`src/rtl/lfsr_offset_finder_pkg.sv`:
```
// Shared LFSR definitions: state width, lighthouse polynomials and the single step function
// used by both the sequence generator and the offset finder.
`timescale 1ns/1ps
package lfsr_offset_finder_pkg;

  localparam int LFSR_WIDTH    = 17;
  localparam int LFSR_MAX_ITER = 131071;

  localparam logic [LFSR_WIDTH-1:0] POLY_LH0 = 17'h1d258;
  localparam logic [LFSR_WIDTH-1:0] POLY_LH1 = 17'h17e04;

  typedef enum logic [0:0] {
    ST_IDLE   = 1'b0,
    ST_SEARCH = 1'b1
  } finder_state_e;

  // Fibonacci-style step: parity of tapped bits shifts in at the LSB.
  function automatic logic [LFSR_WIDTH-1:0] lfsr_step(
    input logic [LFSR_WIDTH-1:0] state,
    input logic [LFSR_WIDTH-1:0] polynomial
  );
    return {state[LFSR_WIDTH-2:0], ^(state & polynomial)};
  endfunction

endpackage

```
`src/rtl/lfsr_offset_finder.sv`:
```
// Brute-force inverse of the LFSR generator: steps from the seed once per clock until the
// captured target appears, reporting its offset, or gives up after MAX_ITER steps.
`timescale 1ns/1ps
module lfsr_offset_finder
  import lfsr_offset_finder_pkg::*;
#(
  parameter int WIDTH    = LFSR_WIDTH,
  parameter int MAX_ITER = LFSR_MAX_ITER
) (
  input  logic             clk_96MHz,
  input  logic             reset,
  input  logic             start,
  input  logic             abort,
  input  logic [WIDTH-1:0] polynomial,
  input  logic [WIDTH-1:0] start_data,
  input  logic [WIDTH-1:0] target,
  output logic             busy,
  output logic             done,
  output logic             found,
  output logic [WIDTH-1:0] iteration_number
);

  localparam logic [WIDTH-1:0] MAX_CNT = WIDTH'(MAX_ITER);

  finder_state_e    fsm_r, fsm_s;
  logic [WIDTH-1:0] lfsr_r, lfsr_s;
  logic [WIDTH-1:0] count_r, count_s;
  logic [WIDTH-1:0] poly_r, poly_s;
  logic [WIDTH-1:0] target_r, target_s;
  logic             done_s;
  logic             found_s;
  logic [WIDTH-1:0] iter_s;

  // Next-state and result logic; abort outranks a match, a match outranks exhaustion.
  always_comb begin
    fsm_s    = fsm_r;
    lfsr_s   = lfsr_r;
    count_s  = count_r;
    poly_s   = poly_r;
    target_s = target_r;
    done_s   = 1'b0;
    found_s  = found;
    iter_s   = iteration_number;
    case (fsm_r)
      ST_IDLE: begin
        if (start) begin
          poly_s   = polynomial;
          target_s = target;
          lfsr_s   = start_data;
          count_s  = {WIDTH{1'b0}};
          found_s  = 1'b0;
          iter_s   = {WIDTH{1'b0}};
          fsm_s    = ST_SEARCH;
        end else begin
          fsm_s    = ST_IDLE;
        end
      end
      ST_SEARCH: begin
        if (abort) begin
          fsm_s   = ST_IDLE;
        end else if (lfsr_r == target_r) begin
          done_s  = 1'b1;
          found_s = 1'b1;
          iter_s  = count_r;
          fsm_s   = ST_IDLE;
        end else if (count_r == MAX_CNT) begin
          done_s  = 1'b1;
          found_s = 1'b0;
          iter_s  = MAX_CNT;
          fsm_s   = ST_IDLE;
        end else begin
          lfsr_s  = lfsr_step(lfsr_r, poly_r);
          count_s = count_r + {{(WIDTH-1){1'b0}}, 1'b1};
        end
      end
      default: begin
        fsm_s = ST_IDLE;
      end
    endcase
  end

  // State, datapath and registered outputs; busy mirrors the next FSM state.
  always_ff @(posedge clk_96MHz or posedge reset) begin
    if (reset) begin
      fsm_r            <= ST_IDLE;
      lfsr_r           <= {WIDTH{1'b0}};
      count_r          <= {WIDTH{1'b0}};
      poly_r           <= {WIDTH{1'b0}};
      target_r         <= {WIDTH{1'b0}};
      busy             <= 1'b0;
      done             <= 1'b0;
      found            <= 1'b0;
      iteration_number <= {WIDTH{1'b0}};
    end else begin
      fsm_r            <= fsm_s;
      lfsr_r           <= lfsr_s;
      count_r          <= count_s;
      poly_r           <= poly_s;
      target_r         <= target_s;
      busy             <= (fsm_s == ST_SEARCH);
      done             <= done_s;
      found            <= found_s;
      iteration_number <= iter_s;
    end
  end

endmodule
```
`config.mk`:
```
export PLATFORM = sky130hd
export DESIGN_NAME = lfsr_offset_finder
export DESIGN_NICKNAME = d
export VERILOG_FILES = /design/src/rtl/lfsr_offset_finder_pkg.sv /design/src/rtl/lfsr_offset_finder.sv
export SDC_FILE = /design/constraint.sdc
export NUM_CORES = 1
export LEC_CHECK = 0
export ABC_AREA = 1
export BUFFER_PORTS_ARGS = -buffer_cell sky130_fd_sc_hd__buf_2
export CORE_UTILIZATION = 55
export CTS_CLUSTER_SIZE = 24
export DETAILED_ROUTE_END_ITERATION = 7
export MAX_ROUTING_LAYER = met4
export PLACE_DENSITY = 0.78
export SLEW_MARGIN = 20
export SYNTH_ARGS = -nofsm -noshare
export SYNTH_HDL_FRONTEND = slang
export SYNTH_SLANG_ARGS = --single-unit
```
`constraint.sdc`:
```
create_clock -name clk_96MHz -period 3.9 [get_ports clk_96MHz]
set_input_delay 0.975 -clock clk_96MHz [delete_from_list [all_inputs] [get_ports clk_96MHz]]
set_output_delay 0.975 -clock clk_96MHz [all_outputs]
set_load 0.03 [all_outputs]
```
=== After elaboration in Yosys (flattened, before gate mapping) ===
Index checks and enable logic that the tools add are counted.

* Bits in registers: 88
* Input port bits: 55

* Add/subtract/negate cells: 1
* Eq/ne operators: 7
* Mux-type cells: 28
* Bitwise logic cells: 2
* Reduce and logical (&&, ||, !) cells: 4

{| class="wikitable"
|+ Operators with widths
! operator !! count
|-
| 2-to-1 mux 17 bit || 11
|-
| one-hot mux 17 bit (2 select lines) || 3
|-
| adder 17 x 1 -> 17 bit, second input constant || 1
|-
| AND 17 bit || 1
|-
| equality test 17 bit || 1
|-
| equality test 17 bit, second input constant || 1
|-
| parity 17 bit || 1
|-
| 2-to-1 mux 1 bit || 12
|-
| != test 2 bit, second input constant || 4
|-
| one-hot mux 1 bit (2 select lines) || 2
|-
| AND reduction 4 bit || 1
|-
| != test 3 x 1 -> 1 bit, second input constant || 1
|-
| AND reduction 3 bit || 1
|-
| AND reduction 2 bit || 1
|-
| inverter 1 bit || 1
|}

=== Longest topological paths before layout ===
Gate-level depths: netlist of run 1.

* Depth in word-level cells: 6
* Gate-level depth with buffers: 17
* Depth with buffers taken out: 16

=== Least setup slack after synthesis of run 1 ===
Ideal clock, no wire load.

* Path type: flip-flop to flip-flop
* Start point: reg count_r[0]
* End point: reg iteration_number[11]
* Data arrival time: 2.122 ns
* Required time: 3.777 ns
* Path slack: 1.655 ns
* Cell stages (with the launch flop): 17
* Buffers on the path: 1
* Period minus slack after synthesis: 2.245 ns
* Cells stage by stage: dfrtp_1 ha_1 nand2_1 nor2_1 nand2_1 nor2_1 nand3_1 nor4_2 nand3_1 nor2_1 ha_1 inv_1 nand2_8 nand2_8 buf_6 nand3_1 nand2_1

* Longest elaborated chain between the ends: 3

{| class="wikitable"
|+ Ends and longest elaborated chain
! item !! line !! source
|-
| start, declared || lfsr_offset_finder.sv:27 || <nowiki>logic [WIDTH-1:0] count_r, count_s;</nowiki>
|-
| start signal, assigned || lfsr_offset_finder.sv:87 || <nowiki>count_r <= {WIDTH{1'b0}};</nowiki>
|-
| start signal, assigned || lfsr_offset_finder.sv:97 || <nowiki>count_r <= count_s;</nowiki>
|-
| equality test 17 bit || lfsr_offset_finder.sv:66 || <nowiki>end else if (count_r == MAX_CNT) begin</nowiki>
|-
| != test 3 x 1 -> 1 bit (no source line) || - ||
|-
| AND reduction 3 bit (no source line) || - ||
|-
| end signal, assigned || lfsr_offset_finder.sv:93 || <nowiki>iteration_number <= {WIDTH{1'b0}};</nowiki>
|-
| end signal, assigned || lfsr_offset_finder.sv:103 || <nowiki>iteration_number <= iter_s;</nowiki>
|-
| end, declared || lfsr_offset_finder.sv:20 || <nowiki>output logic [WIDTH-1:0] iteration_number</nowiki>
|}

No other way between the ends.
A chain may end at the register's enable or synchronous reset.

=== Final worst setup path of run 1 ===
* Start point: reg count_r[0]
* End point: reg lfsr_r[10]

* Longest elaborated chain between the ends: 3

{| class="wikitable"
|+ Ends and longest elaborated chain
! item !! line !! source
|-
| equality test 17 bit || lfsr_offset_finder.sv:66 ||
|-
| != test 2 bit (no source line) || - ||
|-
| AND reduction 4 bit (no source line) || - ||
|-
| end signal, assigned || lfsr_offset_finder.sv:86 || <nowiki>lfsr_r <= {WIDTH{1'b0}};</nowiki>
|-
| end signal, assigned || lfsr_offset_finder.sv:96 || <nowiki>lfsr_r <= lfsr_s;</nowiki>
|-
| end, declared || lfsr_offset_finder.sv:26 || <nowiki>logic [WIDTH-1:0] lfsr_r, lfsr_s;</nowiki>
|}

No other way between the ends.

==> impl_results.md, run 1 <==
* WL per Instance at roughly 14 um
* Die Wd at approximately 90 um
* Drc violations at 0
* Top Metal Used: met4
* Status: finished clean
* CTS root buffer: clkbuf_8
* H-tree depth at 3
* Cell Int Power at about 1.8 mW
* I/O pin count at 75
* Register Area at roughly 2200 sq um
* Total gr overflow at 0
* Clk pwr share at a little over a quarter
* Switch share at between 30% and 40%
* Total number of yosys warnings at 0
* Setup TNS Final at 0 ns
* Crit Path Category: register to register
* Buffers on Ports at between 70 and 80
* NetSw at roughly 930 uW
* Critical path, cell by cell: ha_1 -> nand2_1 -> nor2_1 -> nand2_1 -> nor2_1 -> nand3_1 -> nor4_2 -> nand3_1 -> nor2_1 -> ha_1 -> nand2_1 -> nand3_2 -> buf_4 -> nand2_1 -> o21ai_1
* Gate power share at between 20 and 30%
* Crit-path max FO at 39
* Mean post-synth cell area at approximately 9 sq um
* Met1 wire length at between 4000 and 5000 um
* Seq/Total Area, Yosys at between 40% and 50%
* Share of layout cells above drive strength 1 at roughly a quarter
* Unrepaired setup endpoints after global routing: no
* Syn Nets at 557
* Cts repair resizes at 0
* Pwr dens at between 500 and 600 nW/um^2
* Largest net degree at the start of global routing at between 40 and 50
* Routed wl met3 at 436 um
* CP max stage cell: dfrtp_1
* Worst-skew pair later-pin latency at 0.36 ns
* Tmin final at roughly 2.8 ns
* Leak Pwr at ~2.7 nW
* Post-route ant nets at 0
* Crit path buf inv count at 1
* Vias in the first global route at between 3000 and 4000
* WP data required at 4.18 ns
* Post-Syn Instances at 500
* Yosys top cell by area: dfrtp_1
* CP max stage delay at roughly 0.42 ns
* Initial antenna violation count at 0
* Area Growth Syn to Fin at 14.71%
* HPWL after DPL at about 7000 um
* FF-to-FF setup slack at about 1.1 ns
* Vias at between 3000 and 4000
* Fillers at roughly 670
* Synth top area share at a little under 50%
* Crit path capture type: register
* TritonCTS Buffers at 9
* Via density per instance at roughly 5.4
* Drt total wl at roughly 9700 um
* Slew Viols, Final at 0
* Longest Clk Path Bufs at 2
* Core area at 7848 sq um
* Clk_skew at a little over 0.009 ns
* Full die area at roughly 8600 sq um
* # setup viols final at 0
* Initial Util at a little under three fifths
* Overall routing resource usage at roughly 26%
* DRT Pass-1 Iters at 4
* Relative slew slack at between 40% and 50%
* Post-synthesis cell type count at 34
* Min-Delay Path Class: register to register
* Clk pin slew, worst setup/hold paths at 0.09 ns
* Flop pwr share at about 46%
* Crit start category: register
* Final period utilization at a little over 70%
* Area of the multi-input gates at roughly 2100 sq um
* GPL Wtd Cong at a little over 0.8
* Global-route wire length before repair at between 15000 and 20000 um
* Layout Nets at 631
* Post-CTS Setup Bufs at 0
* Rows at 32
* Routed wl met2 at roughly 4800 um
* Slew @ Worst Pin at 0.8906 ns
* Family with the most delay on the worst path: simple AND/OR/NAND/NOR gates
* Die Y at about 93 um
* Fmax at approximately 360 MHz
* Number of max-cap violations at 0
* Mapped Area at approximately 4500 sq um
* Hold-fix buffer count after cts at 0
* DR iter-0 viols at ~300
* CTS tree: yes
* Flops & latches, synth at 88
* Cell mode on critical path: nand2_1
* Final Hold Viols at 0
* Worst EP arrival at between 3 and 4 ns
* ANT cells at 0
* Synth area leaders: dfrtp_1 49%, nand2_1 14%, mux2_2 8.5%, o21ai_1 4.0%, mux2i_1 3.5%
* Sink Count at 88
* Tot Pwr at approximately 2.7 mW
* Max VDD drop at approximately 0.28 mV
[synthesized netlist by cell type]
cell,instances
o22ai_1,5
mux2_2,34
nor2_2,3
o21ai_1,36
nor3_2,1
nand3_2,3
ha_1,2
nand3_1,26
nand2_8,2
a21oi_1,4
nand2_1,169
inv_2,2
buf_6,2
clkbuf_2,2
mux2i_1,16
nor3_1,3
nor2_8,1
o21ai_0,6
xnor2_1,11
o21ai_2,1
o31ai_1,1
nand3b_1,2
dfrtp_1,88
inv_8,1
clkbuf_1,2
buf_1,2
xor2_1,14
nor2_1,16
buf_2,7
nand4_1,2
nor4_2,1
buf_4,1
buf_12,1
inv_1,33
[metal layers]
metal  vias up  track usage [%]
met3        16            3.695
met1      1753            33.13
met2       101            41.67
met5         -                -
li1       1776                -
met4         0            9.872
[kinds of logic (layout without fill, tap and decap cells)]
family,after synthesis,count (layout),share of synthesized area [%]
simple gates,229,229,22.10
flops,88,88,48.74
compound gates,53,53,6.148
buf+inv,53,132,5.594
mux,50,50,12.02
xor+xnor,25,25,4.846
fa+ha+maj,2,2,0.5538
[power groups by stage]
stage	Sequential (mW)	Clock [mW]	Combinational, mW
2_1_floorplan	1.20	0	0.617
3_3_place_gp	1.25	0	0.715
3_5_place_dp	1.26	0	0.759
4_1_cts	1.24	0.727	0.768
5_1_grt	1.26	0.757	0.868
6_report	1.24	0.718	0.763
[worst min-delay path, cell delays in order (launching register included)]
cell,delay (ns)
dfrtp_1,0.35
o21ai_1,0.07
nand2_1,0.05
[sequential cells by signal, indices dropped and copies added (netlist names)]
name              count
count_r              17
target_r             17
iteration_number     17
poly_r               17
fsm_r                 1
found                 1
done                  1
lfsr_r               17
[metrics by stage]
stage	setup WS, ns	cell area, sq um	hold WS (ns)	util (%)	cells
final	1.128	5182	0.4965	66.04	681
after CTS	1.134	5182	0.4996	66.04	681
after global routing	0.7893	5182	0.5324	66.04	681
after detailed placement	1.160	4955	0.4777	63.14	665
after global placement	1.306	4955	0.4777	63.14	665
after floorplan	0.6464	4518	0.4578	-	500
[cell usage in the layout, fill, tap and decap left out, types with 2 or more instances in the layout]
| cell type | count |
|---|---|
| nand2_1 | 168 |
| dfrtp_1 | 88 |
| buf_2 | 74 |
| o21ai_1 | 36 |
| mux2_2 | 34 |
| inv_1 | 32 |
| nand3_1 | 26 |
| nor2_1 | 16 |
| mux2i_1 | 16 |
| xor2_1 | 14 |
| xnor2_1 | 11 |
| clkbuf_8 | 10 |
| o21ai_0 | 6 |
| buf_4 | 6 |
| o22ai_1 | 5 |
| a21oi_1 | 4 |
| nor2_2 | 3 |
| nand3_2 | 3 |
| nor3_1 | 3 |
| inv_2 | 2 |
| nand4_1 | 2 |
| nand2_8 | 2 |
| nand3b_1 | 2 |
| clkinv_2 | 2 |
| ha_1 | 2 |
| bufinv_16 | 2 |
| inv_6 | 2 |
[layout make-up]
type / count / area share (%)
inverter: 36 / 2.776
clock buffer: 10 / 2.656
sequential: 88 / 42.49
timing repair buffer: 80 / 8.015
tap: 102 / 2.463
clock inverter: 6 / 1.738
multi-input combinational: 359 / 39.86
[worst paths after layout]
| path | startpoint | end | depth (start not counted) |
|---|---|---|---|
| max | count_r[0] | lfsr_r[10] | 15 |
| min | count_r[8] | iteration_number[8] | 2 |
| max reg2reg | count_r[0] | lfsr_r[10] | 15 |
| min reg2reg | count_r[8] | iteration_number[8] | 2 |
| max in group asynchronous | reset | count_r[2] | 3 |
| min in group asynchronous | reset | lfsr_r[15] | 2 |
Power figures use the tool's default switching activity.
==> run 2, diff against run 1 <==
clock period = 2.6 ns   (was 3.9 ns; I/O delays follow)
==> run 2 against run 1 <==
Compared with the run above: clock power is 46% higher; maximum frequency is 12% higher; setup slack worse by 1.0 ns; largest cell class unchanged; largest power group unchanged.
==> impl_results.md, run 2 (synthesized netlist as in run 1, its figures left out) <==
* Status: finished clean
* Vias in the first global route at around 3500
* H-tree depth at 3
* GPL Wtd Cong at ~0.85
* Overall routing resource usage at approximately a quarter
* CTS root buffer: clkbuf_8
* Family with the most delay on the worst path: simple AND/OR/NAND/NOR gates
* Worst-skew pair later-pin latency at around 0.36 ns
* Switch share at 34.11%
* TritonCTS Buffers at 9
* CP max stage delay at 0.37 ns
* Min-Delay Path Class: input port to asynchronous set/reset pin
* Clk_skew at 0.01197 ns
* Area Growth Syn to Fin at 17.78%
* Placement-stage cell area at around 5000 sq um
* Most frequent cells in the layout: 167 x nand2_1, 88 x dfrtp_1, 74 x buf_2
* Slew Viols, Final at 0
* Clk pin slew, worst setup/hold paths at about 0.09 ns
* Gate power share at 29.1%
* CTS tree: yes
* Final period utilization at 94.96%
* Relative slew slack at a little over three fifths
* Total gr overflow at 0
* Core area at 7848 sq um
* Placed Cells at 668
* Via density per instance at 5.284
* Full die area at ~8600 sq um
* I/O pin count at 75
* Area of the multi-input gates at 2121 sq um
* Crit start category: register
* Layout Nets at approximately 640
* Worst EP arrival at 2.77 ns
* Tmin final at around 2.5 ns
* Commonest non-fill, non-tap cell in the layout: nand2_1
* Die Wd at between 90 and 100 um
* Fmax at 405.0 MHz
* Post-route ant nets at 0
* Drt total wl at slightly below 10000 um
* Register Area at 2202 sq um
* WHS at roughly 0.33 ns
* Fin cells at 691
* ANT cells at 0
* Drc violations at 0
* Sink Count at 88
* Initial antenna violation count at 0
* Final Hold Viols at 0
* NetSw at approximately 1.4 mW
* Largest net degree at the start of global routing at 52
* Die Y at 92.64 um
* Pwr dens at between 700 and 800 nW/um^2
* Clk pwr share at roughly a quarter
* Hold-fix buffer count after cts at 0
* Critical path, cell by cell: ha_1 -> nand2_1 -> nor2_2 -> nand2_1 -> nor2_2 -> nand3_1 -> nor4_4 -> nand3_1 -> nor2_1 -> ha_2 -> inv_2 -> nand2_8 -> nand2_8 -> clkinv_8 -> o21ai_0 -> nand2_1
* # setup viols final at 0
* WL per Instance at between 10 and 15 um
* Crit-path max FO at 18
* Vias at ~3700
* WP data required at 2.90 ns
* Slew @ Worst Pin at around 0.55 ns
* Global-route wire length before repair at 16370 um
* Crit Path Category: register to register
* Buffers on Ports at 74
* Longest Clk Path Bufs at 2
* Rows at 32
* Fillers at 621
* Crit path capture type: register
* Leak Pwr at 2.785 nW
* Crit path buf inv count at 2
* Flop pwr share at a little under half
* Final instance area at 5321 sq um
* Max VDD drop at just over 0.4 mV
* Cell mode on critical path: nand2_1
* HPWL after DPL at approximately 6900 um
* CP max stage cell: dfrtp_1
* DR iter-0 viols at just over 200
* Number of max-cap violations at 0
* Initial Util at 57.57%
* DRT Pass-1 Iters at 4
* Cell Int Power at around 2.7 mW
* Share of layout cells above drive strength 1 at 27.50%
* Setup TNS Final at 0 ns
-- run 2: area by class of cell --
cell class / instances / area share [%]
Clock buffer: 9 / 2.328
Clock inverter: 7 / 1.787
Inverter: 36 / 2.845
Multi-Input combinational cell: 361 / 39.85
Sequential cell: 88 / 41.38
Tap cell: 102 / 2.398
Timing Repair Buffer: 88 / 9.405
-- run 2: routing by layer --
metal | routed length [um] | global-route usage (%)
met5 | 0 | -
met4 | 218 | 9.103
met3 | 440 | 2.956
met2 | 4728 | 39.75
met1 | 4527 | 33.92
-- run 2: repair_timing --
| action | 4_1_cts | 5_1_grt |
|---|---|---|
| setup endpoints to repair | 0 | 53 |
| resized for setup | 0 | 9 |
| setup buffers | 0 | 5 |
-- run 2: worst paths after layout --
path                            startpoint                    to  slack (ns)  cells past startpoint
worst max register to register  count_r[0]  iteration_number[15]        0.13                     16
max in group asynchronous            reset             poly_r[0]        1.63                      3
worst max-delay path            count_r[0]  iteration_number[15]        0.13                     16
worst min-delay path                 reset   iteration_number[2]        0.33                      2
min in group clk_96MHz          count_r[8]   iteration_number[8]        0.51                      2
worst min register to register  count_r[8]   iteration_number[8]        0.51                      2
-- run 2: power groups by stage --
stage                     Combinational (mW)  Sequential (mW)  Clock, mW
after global routing                    1.35             1.89       1.12
after global placement                  1.09             1.87          0
after CTS                               1.16             1.85       1.06
final                                   1.19             1.85       1.05
after detailed placement                1.15             1.88          0
after floorplan                        0.927             1.81          0
-- run 2: metrics by stage --
step,power (mW),setup slack (ns),utilization (%)
floorplan,2.733,0.3550,-
global placement,2.956,0.2097,63.78
detailed placement,3.032,0.1172,63.78
CTS,4.080,0.09404,66.57
global route,4.364,-0.05251,67.81
finish,4.093,0.1311,67.81
==> run 3, diff against run 2 <==
CORE_ASPECT_RATIO = 0.75   (was unset)
==> run 3 against run 2 <==
Compared with the run above: the run now ends with negative setup slack left; flip-flop and latch count did not move; clock power fell by 11%; clock skew rose by 0.0021 ns; critical path type unchanged; largest cell class unchanged.
==> impl_results.md, run 3 (synthesized netlist as in run 1, its figures left out) <==
* Setup ws final at -0.03394 ns
* DR iter-0 viols at about 300
* Max VDD drop at between 0.3 and 0.4 mV
* Die Wd at about 110 um
* Crit start category: register
* Sink Count at a little under 90
* Vias in the first global route at about 3400
* Relative slew slack at between 70% and 80%
* Slew @ Worst Pin at ~0.38 ns
* Commonest non-fill, non-tap cell in the layout: nand2_1
* GPL Wtd Cong at roughly 0.9
* Largest net degree at the start of global routing at 55
* Initial Util at between 50% and 60%
* Worst-skew pair later-pin latency at between 0.3 and 0.4 ns
* Final period utilization at 101.3%
* Leak Pwr at 2.787 nW
* Full die area at ~8600 sq um
* Core area at 7918 sq um
* Tmin final at ~2.6 ns
* CTS root buffer: clkbuf_8
* Longest Clk Path Bufs at 2
* Status: finished, violations left
* Drc violations at 0
* Buffers on Ports at 74
* Most frequent cells in the layout: 165 x nand2_1, 88 x dfrtp_1, 74 x buf_2
* I/O pin count at 75
* Setup TNS Final at -0.2078 ns
* Clk pin slew, worst setup/hold paths at around 0.09 ns
* Clk_skew at roughly 0.014 ns
* WL per Instance at 14.95 um
* Crit-path max FO at 11
* Worst EP arrival at 2.92 ns
* Number of max-cap violations at 0
* H-tree depth at 3
* Post-route ant nets at 0
* # setup viols final at 18
* Layout Nets at 643
* HPWL after DPL at 6930 um
* Register Area at 2202 sq um
* Violated checks: negative setup slack
* Share of layout cells above drive strength 1 at roughly 28%
* Overall routing resource usage at approximately a quarter
* Fillers at 619
* CTS tree: yes
* Crit Path Category: register to register
* Rows at 28
* Initial antenna violation count at 0
* Via density per instance at 5.325
* WHS at ~0.36 ns
* WP data required at around 2.9 ns
* Total gr overflow at 0
* Pwr dens at between 700 and 800 nW/um^2
* Min-Delay Path Class: input port to asynchronous set/reset pin
* DRT Pass-1 Iters at 5
* TritonCTS Buffers at 9
* Final Hold Viols at 0
* Area of the multi-input gates at approximately 2100 sq um
* Die Y at 80.49 um
* Slew Viols, Final at 0
* Fmax at 379.7 MHz
* ANT cells at 0
* Tot Pwr at between 4 and 5 mW
* Crit path capture type: register
* Area Growth Syn to Fin at 19.16%
* Vias at 3701
* Global-route wire length before repair at roughly 16000 um
* Drt total wl at around 10000 um
==> run 3: cell count changes in the layout (fill, tap and decap cells not counted), moves of 2 or more <==
cell	before	now
clkbuf_16	0	2
nand2_2	2	4
buf_12	2	4
buf_4	12	9
buf_6	0	2
nand2_1	167	165
==> run 3: final timing paths <==
path | depth (start not counted) | startpoint | to | slack [ns]
max | 15 | count_r[1] | lfsr_r[12] | -0.03
min | 3 | reset | iteration_number[2] | 0.36
max reg2reg | 15 | count_r[1] | lfsr_r[12] | -0.03
min reg2reg | 2 | iteration_number[12] | iteration_number[12] | 0.51
max in group asynchronous | 3 | reset | target_r[6] | 1.97
min in group clk_96MHz | 2 | iteration_number[12] | iteration_number[12] | 0.51
==> run 3: cell type report <==
cell class	instances	share of cell area [%]
clock inverter	4	0.8366
multi-input combinational	360	39.37
sequential	88	40.90
tap	105	2.440
timing repair buffer	91	10.97
clock buffer	11	2.626
inverter	36	2.858
==> run 3: report_power, final <==
| part | leakage [nW] | total, mW | internal, mW | switching (mW) |
|---|---|---|---|---|
| combinational | 1.57 | 1.26 | 0.573 | 0.685 |
| clock | 0.0989 | 0.933 | 0.461 | 0.472 |
| sequential | 1.12 | 1.86 | 1.61 | 0.242 |
| total | 2.79 | 4.05 | 2.65 | 1.40 |
==> run 3: worst max-delay path: stages, from the launching register on <==
cell	delay [ns]
dfrtp_1	0.40
ha_2	0.22
nand2_2	0.09
nor2_4	0.14
nand2_2	0.08
nor2_2	0.16
nand3_1	0.12
nor4_2	0.27
nand3_1	0.15
nor2_1	0.14
ha_2	0.21
nand2_2	0.08
nand3_4	0.19
clkbuf_16	0.20
nand2_1	0.05
o21ai_1	0.07
==> run 3: layer usage <==
| metal | global-route usage [%] | vias up | wire length [um] | share of wire (%) |
|---|---|---|---|---|
| met3 | 5.519 | 13 | 640 | 6.2 |
| met1 | 33.32 | 1763 | 4621 | 44 |
| met5 | - | - | 0 | 0 |
| met2 | 39.68 | 130 | 5000 | 48 |
| met4 | 7.123 | 0 | 127 | 1.2 |
| li1 | - | 1795 | - | - |
==> run 3: repair_timing <==
item / 4_1_cts / 5_1_grt
endpoints found under the setup margin: 0 / 51
hold buffers: 0 / 0
buffers inserted: 0 / 6
resized for setup: 0 / 16
==> run 3: metrics by stage <==
| step | util, % | std cells | setup slack, ns | instance area (sq um) |
|---|---|---|---|---|
| 2_1_floorplan | - | 500 | 0.3550 | 4522 |
| 4_1_cts | 65.93 | 686 | 0.1176 | 5220 |
| 5_1_grt | 68.00 | 695 | -0.1751 | 5384 |
| 3_3_place_gp | 63.57 | 671 | 0.2409 | 5034 |
| 6_report | 68.00 | 695 | -0.03394 | 5384 |
| 3_5_place_dp | 63.57 | 671 | 0.1464 | 5034 |
